--- src/rtl/dac_stream_pkg.sv ---
// -----------------------------------------------------------------------------
// dac_stream_pkg
//   Shared definitions for the streaming DAC output engine:
//     - uf_mode_e : what the output register does when a sample tick finds the
//                   FIFO empty (hold the last code, or load midscale)
//     - level_w() : width of a FIFO occupancy count able to represent 0..depth
//     - midscale(): offset-binary midscale code for a given channel width
// -----------------------------------------------------------------------------
package dac_stream_pkg;

  typedef enum logic {
    UF_HOLD = 1'b0,   // keep the last code on the DAC
    UF_MID  = 1'b1    // park the DAC at midscale
  } uf_mode_e;

  // Occupancy must reach 'depth' itself, hence one bit beyond the address.
  function automatic int level_w(input int depth);
    return $clog2(depth) + 1;
  endfunction

  // {1'b1, {data_w-1{1'b0}}}, returned in a 32-bit container; callers size it.
  function automatic logic [31:0] midscale(input int data_w);
    return 32'd1 << (data_w - 1);
  endfunction

endpackage

--- src/rtl/dac_stream_out_fifo.sv ---
// -----------------------------------------------------------------------------
// sync_fifo
//   Single-clock first-word-fall-through FIFO. o_data always shows the oldest
//   entry; a pop simply advances the read pointer. Pointers carry one extra
//   MSB so full and empty are distinguished without a separate counter, and
//   full/empty/level are registered from the next-state pointers so they are
//   glitch-free and valid in the cycle after the push/pop edge.
//
//   Ports
//     clk, rst_n   clock, asynchronous active-low reset
//     i_push       write i_data (ignored while full)
//     i_data       write data, WIDTH bits
//     i_pop        discard the head entry (ignored while empty)
//     o_data       head entry (undefined while empty)
//     o_full       registered full flag
//     o_empty      registered empty flag
//     o_level      registered occupancy, 0..DEPTH
// -----------------------------------------------------------------------------
module sync_fifo
  import dac_stream_pkg::*;
#(
  parameter int WIDTH = 8,
  parameter int DEPTH = 16     // power of two, >= 4
) (
  input  logic                        clk,
  input  logic                        rst_n,
  input  logic                        i_push,
  input  logic [WIDTH-1:0]            i_data,
  input  logic                        i_pop,
  output logic [WIDTH-1:0]            o_data,
  output logic                        o_full,
  output logic                        o_empty,
  output logic [level_w(DEPTH)-1:0]   o_level
);

  localparam int AW = $clog2(DEPTH);
  localparam int PW = level_w(DEPTH);   // address bits plus wrap bit

  logic [WIDTH-1:0] r_mem [DEPTH];
  logic [PW-1:0]    r_wr_ptr;
  logic [PW-1:0]    r_rd_ptr;
  logic             r_full;
  logic             r_empty;
  logic [PW-1:0]    r_level;

  logic             w_push;
  logic             w_pop;
  logic [PW-1:0]    w_wr_nxt;
  logic [PW-1:0]    w_rd_nxt;
  logic [PW-1:0]    w_level_nxt;
  logic             w_full_nxt;
  logic             w_empty_nxt;

  assign w_push = i_push && !r_full;
  assign w_pop  = i_pop  && !r_empty;

  // NOTE: every signal assigned in always_comb gets a value on every path
  // (defaults first), otherwise synthesis infers a latch.
  always_comb begin
    w_wr_nxt    = r_wr_ptr + PW'(w_push);
    w_rd_nxt    = r_rd_ptr + PW'(w_pop);
    w_level_nxt = w_wr_nxt - w_rd_nxt;
    w_empty_nxt = (w_wr_nxt == w_rd_nxt);
    // Same slot, opposite lap: the writer is a whole buffer ahead.
    w_full_nxt  = (w_wr_nxt[PW-1] != w_rd_nxt[PW-1]) &&
                  (w_wr_nxt[AW-1:0] == w_rd_nxt[AW-1:0]);
  end

  // NOTE: sequential state is written with non-blocking assignments so every
  // register samples pre-edge values, independent of block ordering.
  always_ff @(posedge clk or negedge rst_n) begin
    if (!rst_n) begin
      r_wr_ptr <= '0;
      r_rd_ptr <= '0;
      r_full   <= 1'b0;
      r_empty  <= 1'b1;
      r_level  <= '0;
    end else begin
      r_wr_ptr <= w_wr_nxt;
      r_rd_ptr <= w_rd_nxt;
      r_full   <= w_full_nxt;
      r_empty  <= w_empty_nxt;
      r_level  <= w_level_nxt;
    end
  end

  // NOTE: the storage array has no reset; the pointers alone define which
  // entries are valid, and a resettable array would not map to RAM.
  always_ff @(posedge clk) begin
    if (w_push) begin
      r_mem[r_wr_ptr[AW-1:0]] <= i_data;
    end
  end

  assign o_data  = r_mem[r_rd_ptr[AW-1:0]];
  assign o_full  = r_full;
  assign o_empty = r_empty;
  assign o_level = r_level;

endmodule

--- src/rtl/dac_stream_out.sv ---
// -----------------------------------------------------------------------------
// dac_stream_out
//   Streaming DAC output engine. Samples arriving on the s_* handshake are
//   buffered in a FIFO and replayed to CHANNELS parallel DACs, one sample per
//   programmable period, together with a registered DAC latch clock.
//
//   Optional feature (compile-time macro DAC_STREAM_TWOS_COMP_EN):
//     defined   - input channels are two's complement; the MSB of every
//                 channel is inverted on its way into dac_data (offset binary)
//     undefined - input channels are already offset binary and pass unchanged
//   In both builds the underflow idle code is midscale on every channel.
//
//   Ports
//     hclk, hresetn  clock, asynchronous active-low reset
//     enable         run the sample clock; low forces the divider idle
//     clk_div        sample period minus one in hclk cycles (0 acts as 1)
//     uflow_mode     0: hold last code on underflow, 1: output midscale
//     s_valid/s_ready/s_data  sample stream, channel 0 in the LSBs
//     level          registered FIFO occupancy
//     uflow          sticky underflow flag
//     uflow_clr      clear uflow (a simultaneous underflow wins)
//     dac_data       registered DAC codes, all channels update together
//     dac_clk        registered DAC latch clock, DACs latch on its rise
// -----------------------------------------------------------------------------
module dac_stream_out
  import dac_stream_pkg::*;
#(
  parameter int DATA_W     = 8,
  parameter int CHANNELS   = 1,    // 1..4
  parameter int FIFO_DEPTH = 16,   // power of two, >= 4
  parameter int DIV_W      = 16
) (
  input  logic                             hclk,
  input  logic                             hresetn,
  input  logic                             enable,
  input  logic [DIV_W-1:0]                 clk_div,
  input  logic                             uflow_mode,
  input  logic                             s_valid,
  output logic                             s_ready,
  input  logic [CHANNELS*DATA_W-1:0]       s_data,
  output logic [level_w(FIFO_DEPTH)-1:0]   level,
  output logic                             uflow,
  input  logic                             uflow_clr,
  output logic [CHANNELS*DATA_W-1:0]       dac_data,
  output logic                             dac_clk
);

  localparam int DW_ALL = CHANNELS * DATA_W;
  localparam int LVL_W  = level_w(FIFO_DEPTH);

  localparam logic [DATA_W-1:0] MID = DATA_W'(midscale(DATA_W));

  // Per-channel XOR pattern applied when a sample is loaded into dac_data.
  // Flipping the MSB maps two's complement onto offset binary.
`ifdef DAC_STREAM_TWOS_COMP_EN
  localparam logic [DATA_W-1:0] CONV_XOR = MID;
`else
  localparam logic [DATA_W-1:0] CONV_XOR = '0;
`endif

  localparam logic [DW_ALL-1:0] CONV_MASK = {CHANNELS{CONV_XOR}};
  localparam logic [DW_ALL-1:0] IDLE_CODE = {CHANNELS{MID}};

  // ---------------------------------------------------------------------------
  // Sample FIFO
  // ---------------------------------------------------------------------------
  logic [DW_ALL-1:0] w_fifo_data;
  logic              w_fifo_full;
  logic              w_fifo_empty;
  logic [LVL_W-1:0]  w_fifo_level;
  logic              w_pop;

  sync_fifo #(
    .WIDTH (DW_ALL),
    .DEPTH (FIFO_DEPTH)
  ) u_fifo (
    .clk     (hclk),
    .rst_n   (hresetn),
    .i_push  (s_valid),
    .i_data  (s_data),
    .i_pop   (w_pop),
    .o_data  (w_fifo_data),
    .o_full  (w_fifo_full),
    .o_empty (w_fifo_empty),
    .o_level (w_fifo_level)
  );

  assign s_ready = !w_fifo_full;
  assign level   = w_fifo_level;

  // ---------------------------------------------------------------------------
  // Sample-period divider
  //   r_cnt runs 0..r_div_q; the cycle where it equals r_div_q is the tick,
  //   and the tick edge updates dac_data. r_run remembers that enable was
  //   already high, so the first enabled edge (re)starts a fresh period and
  //   the first tick lands div_q+1 cycles after it.
  // ---------------------------------------------------------------------------
  logic              r_run;
  logic [DIV_W-1:0]  r_cnt;
  logic [DIV_W-1:0]  r_div_q;
  logic              r_dac_clk;

  logic [DIV_W-1:0]  w_div_in;
  logic              w_tick;
  logic [DIV_W-1:0]  w_cnt_nxt;
  logic [DIV_W-1:0]  w_div_nxt;
  logic [DIV_W:0]    w_half_nxt;
  logic              w_dac_clk_nxt;

  // A zero divider would make every cycle a tick; clamp to a period of 2.
  assign w_div_in = (clk_div == '0) ? DIV_W'(1) : clk_div;
  assign w_tick   = r_run && (r_cnt == r_div_q);

  always_comb begin
    w_cnt_nxt = r_cnt + DIV_W'(1);
    w_div_nxt = r_div_q;
    if (!enable) begin
      w_cnt_nxt = '0;
    end else if (!r_run || w_tick) begin
      // Period boundary: a new clk_div only takes effect from here on.
      w_cnt_nxt = '0;
      w_div_nxt = w_div_in;
    end
    // Low for ceil(P/2) cycles starting at the data update, then high for
    // floor(P/2), with P = div+1. ceil(P/2) = (div+2)/2; one extra bit keeps
    // the sum from overflowing at the maximum divider.
    w_half_nxt    = ({1'b0, w_div_nxt} + (DIV_W+1)'(2)) >> 1;
    w_dac_clk_nxt = enable && ({1'b0, w_cnt_nxt} >= w_half_nxt);
  end

  always_ff @(posedge hclk or negedge hresetn) begin
    if (!hresetn) begin
      r_run     <= 1'b0;
      r_cnt     <= '0;
      r_div_q   <= DIV_W'(1);
      r_dac_clk <= 1'b0;
    end else begin
      r_run     <= enable;
      r_cnt     <= w_cnt_nxt;
      r_div_q   <= w_div_nxt;
      r_dac_clk <= w_dac_clk_nxt;
    end
  end

  // ---------------------------------------------------------------------------
  // Output register and underflow reporting
  // ---------------------------------------------------------------------------
  logic [DW_ALL-1:0] r_dac_data;
  logic              r_uflow;
  logic              w_uf_set;
  uf_mode_e          w_uf_mode;

  assign w_uf_mode = uf_mode_e'(uflow_mode);
  assign w_pop     = w_tick && !w_fifo_empty;
  assign w_uf_set  = w_tick &&  w_fifo_empty;

  always_ff @(posedge hclk or negedge hresetn) begin
    if (!hresetn) begin
      r_dac_data <= '0;
    end else if (w_pop) begin
      r_dac_data <= w_fifo_data ^ CONV_MASK;
    end else if (w_uf_set && (w_uf_mode == UF_MID)) begin
      r_dac_data <= IDLE_CODE;
    end
  end

  // Set has priority so an underflow coinciding with a clear is not lost.
  always_ff @(posedge hclk or negedge hresetn) begin
    if (!hresetn) begin
      r_uflow <= 1'b0;
    end else if (w_uf_set) begin
      r_uflow <= 1'b1;
    end else if (uflow_clr) begin
      r_uflow <= 1'b0;
    end
  end

  assign dac_data = r_dac_data;
  assign dac_clk  = r_dac_clk;
  assign uflow    = r_uflow;

endmodule

--- config.mk ---
export PLATFORM = sky130hd
export DESIGN_NAME = dac_stream_out
export DESIGN_NICKNAME = d
export VERILOG_FILES = /design/src/rtl/dac_stream_pkg.sv /design/src/rtl/dac_stream_out_fifo.sv /design/src/rtl/dac_stream_out.sv
export SDC_FILE = /design/constraint.sdc
export NUM_CORES = 1
export LEC_CHECK = 0
export ABC_AREA = 1
export ABC_CLOCK_PERIOD_IN_PS = 6750
export BUFFER_PORTS_ARGS = -buffer_cell sky130_fd_sc_hd__buf_2
export CAP_MARGIN = 10
export CORE_MARGIN = 5
export CORE_UTILIZATION = 51
export CTS_BUF_LIST = sky130_fd_sc_hd__clkbuf_8
export CTS_CLUSTER_DIAMETER = 30
export DETAILED_ROUTE_END_ITERATION = 8
export GPL_ROUTABILITY_DRIVEN = 1
export PLACE_DENSITY = 0.79
export SETUP_SLACK_MARGIN = 0.5
export SYNTH_ARGS = -nofsm -noshare
export SYNTH_HDL_FRONTEND = slang
export SYNTH_SLANG_ARGS = --single-unit
--- constraint.sdc ---
create_clock -name hclk -period 6.75 [get_ports hclk]
set_input_delay 0.3375 -clock hclk [delete_from_list [all_inputs] [get_ports hclk]]
set_output_delay 0.3375 -clock hclk [all_outputs]
set_load 0.02 [all_outputs]
Word-level counts from Yosys, hierarchy flattened --
Memory sizes are Yosys's and may differ from the RTL's. Cells that the tools add are included.
Storage, ports and cells: memories kept 1, word-level logic and storage cells 48, flip-flop bits (word level) 60, memory bits (writable) 128
Cells by class: magnitude comparators 1, mux-type cells 11, $add $sub $neg 5, equality and inequality tests 4, reduce and logical (&&, ||, !) cells 15
Memory list:
- u_fifo.r_mem | depth 16, width 8, read ports 1, clocked after Yosys merged registers in 0, wr ports 1, RTL line dac_stream_out_fifo.sv:39 | logic [WIDTH-1:0] r_mem [DEPTH];
Operator list (count):
- $mux W16 | 5
- $add A16 B2 Y17 const B | 1
- $add A16 B1 Y16 const B | 1
- $eq A16 B16 Y1 | 1
- $ge A16 B16 Y1 | 1
- $logic_not A16 Y1 | 1
- $mux W8 | 2
- $add A5 B1 Y5 | 2
- $logic_and A1 B1 Y1 | 8
- $eq A5 B5 Y1 | 1
- $sub A5 B5 Y5 | 1
- $eq A4 B4 Y1 | 1
- $mux W1 | 4
- $reduce_bool A2 Y1 | 2
- $logic_not A1 Y1 | 3
- $logic_or A1 B1 Y1 | 1
- $ne A1 B1 Y1 | 1

Longest topological paths before layout --
depth in word-level cells 8, mapped depth 29, gate-level depth less buffers 28

Hierarchy --
Synthesis repeated with hierarchy kept, for this count alone.
Second synthesis, totals: cells, all modules 926, area total of the unflattened synthesis 9042.4 um^2
By module, submodules not included:
- sync_fifo | cells each 508, area an instance 6037.0 um^2, instances 1
- dac_stream_out | cells each 418, area an instance 3005.4 um^2, instances 1

Worst setup path before layout --
No wires, ideal clock.
path type register to register, start point register r_div_q[0], end point register r_dac_clk, in the netlist dac_clk, slack 3812 ps, clock period less this slack 2938 ps, data arrival time 2874 ps, stages on the path, launching flop included 29, setup time 63 ps, path through dfstp_2 > nand2_1 > nand2_1 > nor2_1 > nand2_1 > nor2_1 > nand2_2 > nand2_4 > nand2_4 > buf_2 > nand2_1 > nand2_1 > ha_1 > inv_1 > nor2_2 > nand2_1 > nor2_1 > nand3_1 > nand2_1 > nand2_1 > ha_1 > nand2_1 > inv_1 > nand3_1 > nor3_1 > nand2_1 > nand3_1 > nand2_1 > inv_1
On the way: word-level cells in the longest chain between the ends 8, elaborated cells on any way between the ends 10, classes of those cells 1 x add/sub; 1 x order compare; 1 x eq/ne; 4 x mux; 3 x reduce/logical
RTL lines:
- from (decl) | RTL line dac_stream_out.sv:100 | logic [DIV_W-1:0] r_div_q;
- from (signal assigned) | RTL line dac_stream_out.sv:140 | r_div_q <= w_div_nxt;
- $eq A16 B16 Y1 | RTL line dac_stream_out.sv:112 | assign w_tick = r_run && (r_cnt == r_div_q);
- $logic_and A1 B1 Y1 | RTL line dac_stream_out.sv:112
- $logic_or A1 B1 Y1 | RTL line dac_stream_out.sv:119 | end else if (!r_run || w_tick) begin
- $mux W16 | RTL line dac_stream_out.sv:119
- $mux W16 | RTL line dac_stream_out.sv:117 | if (!enable) begin
- via w_div_nxt[2] | RTL line dac_stream_out.sv:106 | logic [DIV_W-1:0] w_div_nxt;
- $add A16 B2 Y17 | RTL line dac_stream_out.sv:127 | w_half_nxt = ({1'b0, w_div_nxt} + (DIV_W+1)'(2)) >> 1;
- $ge A16 B16 Y1 | RTL line dac_stream_out.sv:128 | w_dac_clk_nxt = enable && ({1'b0, w_cnt_nxt} >= w_half_nxt);
- $logic_and A1 B1 Y1 | RTL line dac_stream_out.sv:128
- via w_dac_clk_nxt | RTL line dac_stream_out.sv:108 | logic w_dac_clk_nxt;
- to (signal assigned) | RTL line dac_stream_out.sv:141 | r_dac_clk <= w_dac_clk_nxt;
- to (decl) | RTL line dac_stream_out.sv:101 | logic r_dac_clk;
The timed path passes the listed nets, and every way through them passes these cells. A chain may end at the register's enable or synchronous reset.

Worst setup path in the final report --
Ends and elaborated chain as after synthesis.

==> metrics.csv <==
stage,metric,value,unit
outcome,run_status,"finished, final reports clean",
global_route,met2_usage,32.64,%
detailed_routing,vias,6130,
job,maxCapViolCount,0,
yosys,synth_edf_count,128,
global_route,grt_pass1_vias,5874,
yosys,synth_ff_type,edfxtp_1,
critical_path,path_max_fanout,23,
power_and_ir_drop,power.leakage,3.831,nW
yosys,synthArstFlopShare,31.91,%
clocking,cts-htree-levels,4,
clocking,cts_buffers,17,
clocking,insertion_delay,470,ps
critical_path,crit_path_end_kind,register,
yosys,netlist.area_leader.share,44.30,%
global_route,grt_pass1_wl,30.55,mm
yosys,yosysUniqueCellTypes,45,
clocking,cts_sinks,188,
sta,hold_violations,0,
placed_design,place_inst,1084,
yosys,synth_top_cell_by_area,edfxtp_1,
floorplan,die_x,140.4,um
critical_path,start_kind,register,
yosys,ys_ff_latch,188,
global_route,grt_usage,19.82,%
layout,drive_gt1_share,13.18,%
sta,finalClockSkew,16.83,ps
global_route,grtUsageMet1,26.99,%
power_and_ir_drop,power,0.002547,W
yosys,syn-num-nets,899,
placed_design,buffer_ports.inserted,45,
yosys,avgSynthCellArea,10.30,um2
clocking,cts_max_path_buffers,2,
floorplan,num_rows,47,
clocking,clk_pin_slew,100,ps
global_route,busiest_layer,met2,
placed_design,gp_congestion,0.8617,
floorplan,die_area,19720,um2
sta,fmax,278.2,MHz
detailed_routing,via_per_inst,5.498,
global_route,grtUsageMet3,2.931,%
sta,setup_viol,0,
sta,tns,0,ps
sta,rsz0062_at_grt,false,
layout,antenna_cells,0,
yosys,yosys-top-cells-area,"edfxtp_1 44%, dfrtp_1 17%, nand2_1 7.8%",
layout,design_area,9459,um2
yosys,yosysWarnings,0,
floorplan,coreArea,16640,um2
layout,syn2layout_area_growth,9.028,%
detailed_routing,antenna_left,0,
sta,period_needed,3594,ps
layout,nNetsFinal,940,
detailed_routing,drc,0,
floorplan,dieHeight,140.4,um
sta,period_share,53.25,%
global_route,grt_overflow,0,
clocking,post-cts-setup-buffers,0,
sta,setup_slack,3156,ps
sta,slew-limit-headroom,27.62,%
detailed_routing,wl_per_cell,17.11,um
layout,final_cells,1115,
power_and_ir_drop,irDropWorstVdd,0.0001263,V
detailed_routing,wirelength,19.08,mm
power_and_ir_drop,power_density,269.2,nW/um2
critical_path,critPathKind,reg -> reg,
clocking,cts_root_buf,clkbuf_8,
yosys,synthCells,842,
detailed_routing,drtIter0Drc,577,
placed_design,pre_cts_slack,3168,ps
floorplan,start_util,52.13,%
global_route,antenna_found_initial,0,
critical_path,crit_required,7160,ps
yosys,yosysSeqAreaShare,61.64,%
floorplan,ioPinCount,46,
clocking,cts_hold_buf,0,
sta,tightest_slew,1082,ps
detailed_routing,first_pass_iters,7,
yosys,synth_area,8676,um2
sta,final_max_slew_viol_count,0,
clocking,cts_tree,yes,
critical_path,worstPathArrival,4000,ps
clocking,cts_resized,0,
placed_design,place_hpwl,12.85,mm
hold_path,hold_path.class,in -> async,
placed_design,placed_cell_area,9094,um2
global_route,grt_max_degree,67,
## power breakdown
| part | switching (W) | total [W] | leakage, nW | internal (W) |
|---|---|---|---|---|
| Sequential | 0.0000508 | 0.00142 | 1.89 | 0.00137 |
| Clock | 0.000409 | 0.000708 | 0.191 | 0.000298 |
| Combinational | 0.000289 | 0.000417 | 1.75 | 0.000128 |
| Total | 0.000749 | 0.00255 | 3.83 | 0.00180 |
## per-layer routing
| metal | up-vias | share of wire (%) | wire [um] |
|---|---|---|---|
| met1 | 2935 | 44 | 8384 |
| li1 | 2960 | - | - |
| met4 | 0 | 1.8 | 336 |
| met5 | - | 0 | 0 |
| met3 | 27 | 5.7 | 1093 |
| met2 | 208 | 49 | 9262 |
## final timing paths
check                                        startpoint                            to  slack, ps  depth (start not counted)
hold reg to reg            u_fifo.r_rd_ptr[4]$_DFF_PN0_  u_fifo.r_rd_ptr[4]$_DFF_PN0_        490                          1
min in group hclk                             uflow_clr             uflow$_DFFE_PN0P_         60                          2
setup reg to reg                 r_div_q[0]$_DFFE_PN1P_             dac_clk$_DFF_PN0_       3160                         27
max in group asynchronous                       hresetn  u_fifo.r_rd_ptr[0]$_DFF_PN0_       6130                          2
setup / recovery                 r_div_q[0]$_DFFE_PN1P_             dac_clk$_DFF_PN0_       3160                         27
hold / removal                                  hresetn   u_fifo.o_level[4]$_DFF_PN0_         30                          2
## state kept, by name (all words and copies together), names as in the netlist
register	count
u_fifo.o_empty	1
dac_data	8
u_fifo.r_wr_ptr	5
r_run	1
uflow	1
u_fifo.o_full	1
u_fifo.o_level	5
r_cnt	16
r_div_q	16
dac_clk	1
u_fifo.r_rd_ptr	5
u_fifo.r_mem	128
## area by class of cell
class,count,area [um2]
fillers,1406,7183
flip-flops and latches,188,5349
multi-input cells,533,2865
inverters,95,356.6
well taps,220,275.3
repair buffers,48,247.7
clock buffers,17,234.0
clock inverters,14,131.4
## synthesized netlist by cell type, drive strengths merged, types with 4 or more instances
master and count:
ha 26, a21oi 30, nand4 6, nor4 7
clkbuf 23, nor3 20, nand3 43, xor2 18
xnor2 4, o21ai 46, inv 94, a221oi 8
nor2 100, nand2 185, dfrtp 58, a31oi 6
o221ai 9, o32ai 7, edfxtp 128
## layout by cell type, fill, tap and decap left out, drive strengths merged, types with 4 or more instances in the layout
cell type | synthesis | routed
a31oi | 6 | 6
clkinv | 1 | 4
inv | 94 | 104
nand3 | 43 | 43
o21ai | 46 | 46
xnor2 | 4 | 4
a21oi | 30 | 30
xor2 | 18 | 18
clkbuf | 23 | 17
a221oi | 8 | 8
o221ai | 9 | 9
dfrtp | 58 | 58
o32ai | 7 | 7
nand4 | 6 | 6
edfxtp | 128 | 128
buf | 3 | 48
ha | 26 | 26
nor3 | 20 | 20
nor4 | 7 | 7
nor2 | 100 | 100
nand2 | 185 | 185
## worst max-delay path: stages, from the launching register on
cell and delay (ps):
dfstp_2 550, nand2_1 60, nand2_1 60, nor2_1 40, nand2_1 50, nor2_1 40
nand2_2 100, nand2_4 110, nand2_4 270, nand2_1 90, nand2_1 150, ha_1 210
inv_1 60, nor2_2 170, nand2_1 150, nor2_1 130, nand3_1 90, nand2_1 70
nand2_1 70, ha_1 280, nand2_1 60, inv_1 50, nand3_1 80, nor3_1 250
nand2_1 90, nand3_1 100, nand2_1 60, inv_1 70
## kinds of logic after synthesis
logic type / share of synthesized area [%]
adders and majority gates: 3.980
AOI/OAI and AO/OA: 8.394
and+or+nand+nor: 18.32
xor gates and xnor gates: 2.221
buffers and inverters: 5.336
DFF: 61.64
muxes: 0.1154
## stage by stage
| step | utilization (%) | hold WS (ps) |
|---|---|---|
| final | 56.84 | 33.25 |
| after floorplan | - | 41.91 |
| after global placement | 54.64 | 481.9 |
| after detailed placement | 54.64 | 479.7 |
| after CTS | 56.84 | 35.76 |
| after global routing | 56.84 | 41.05 |
(Power assumes the default switching activity.)
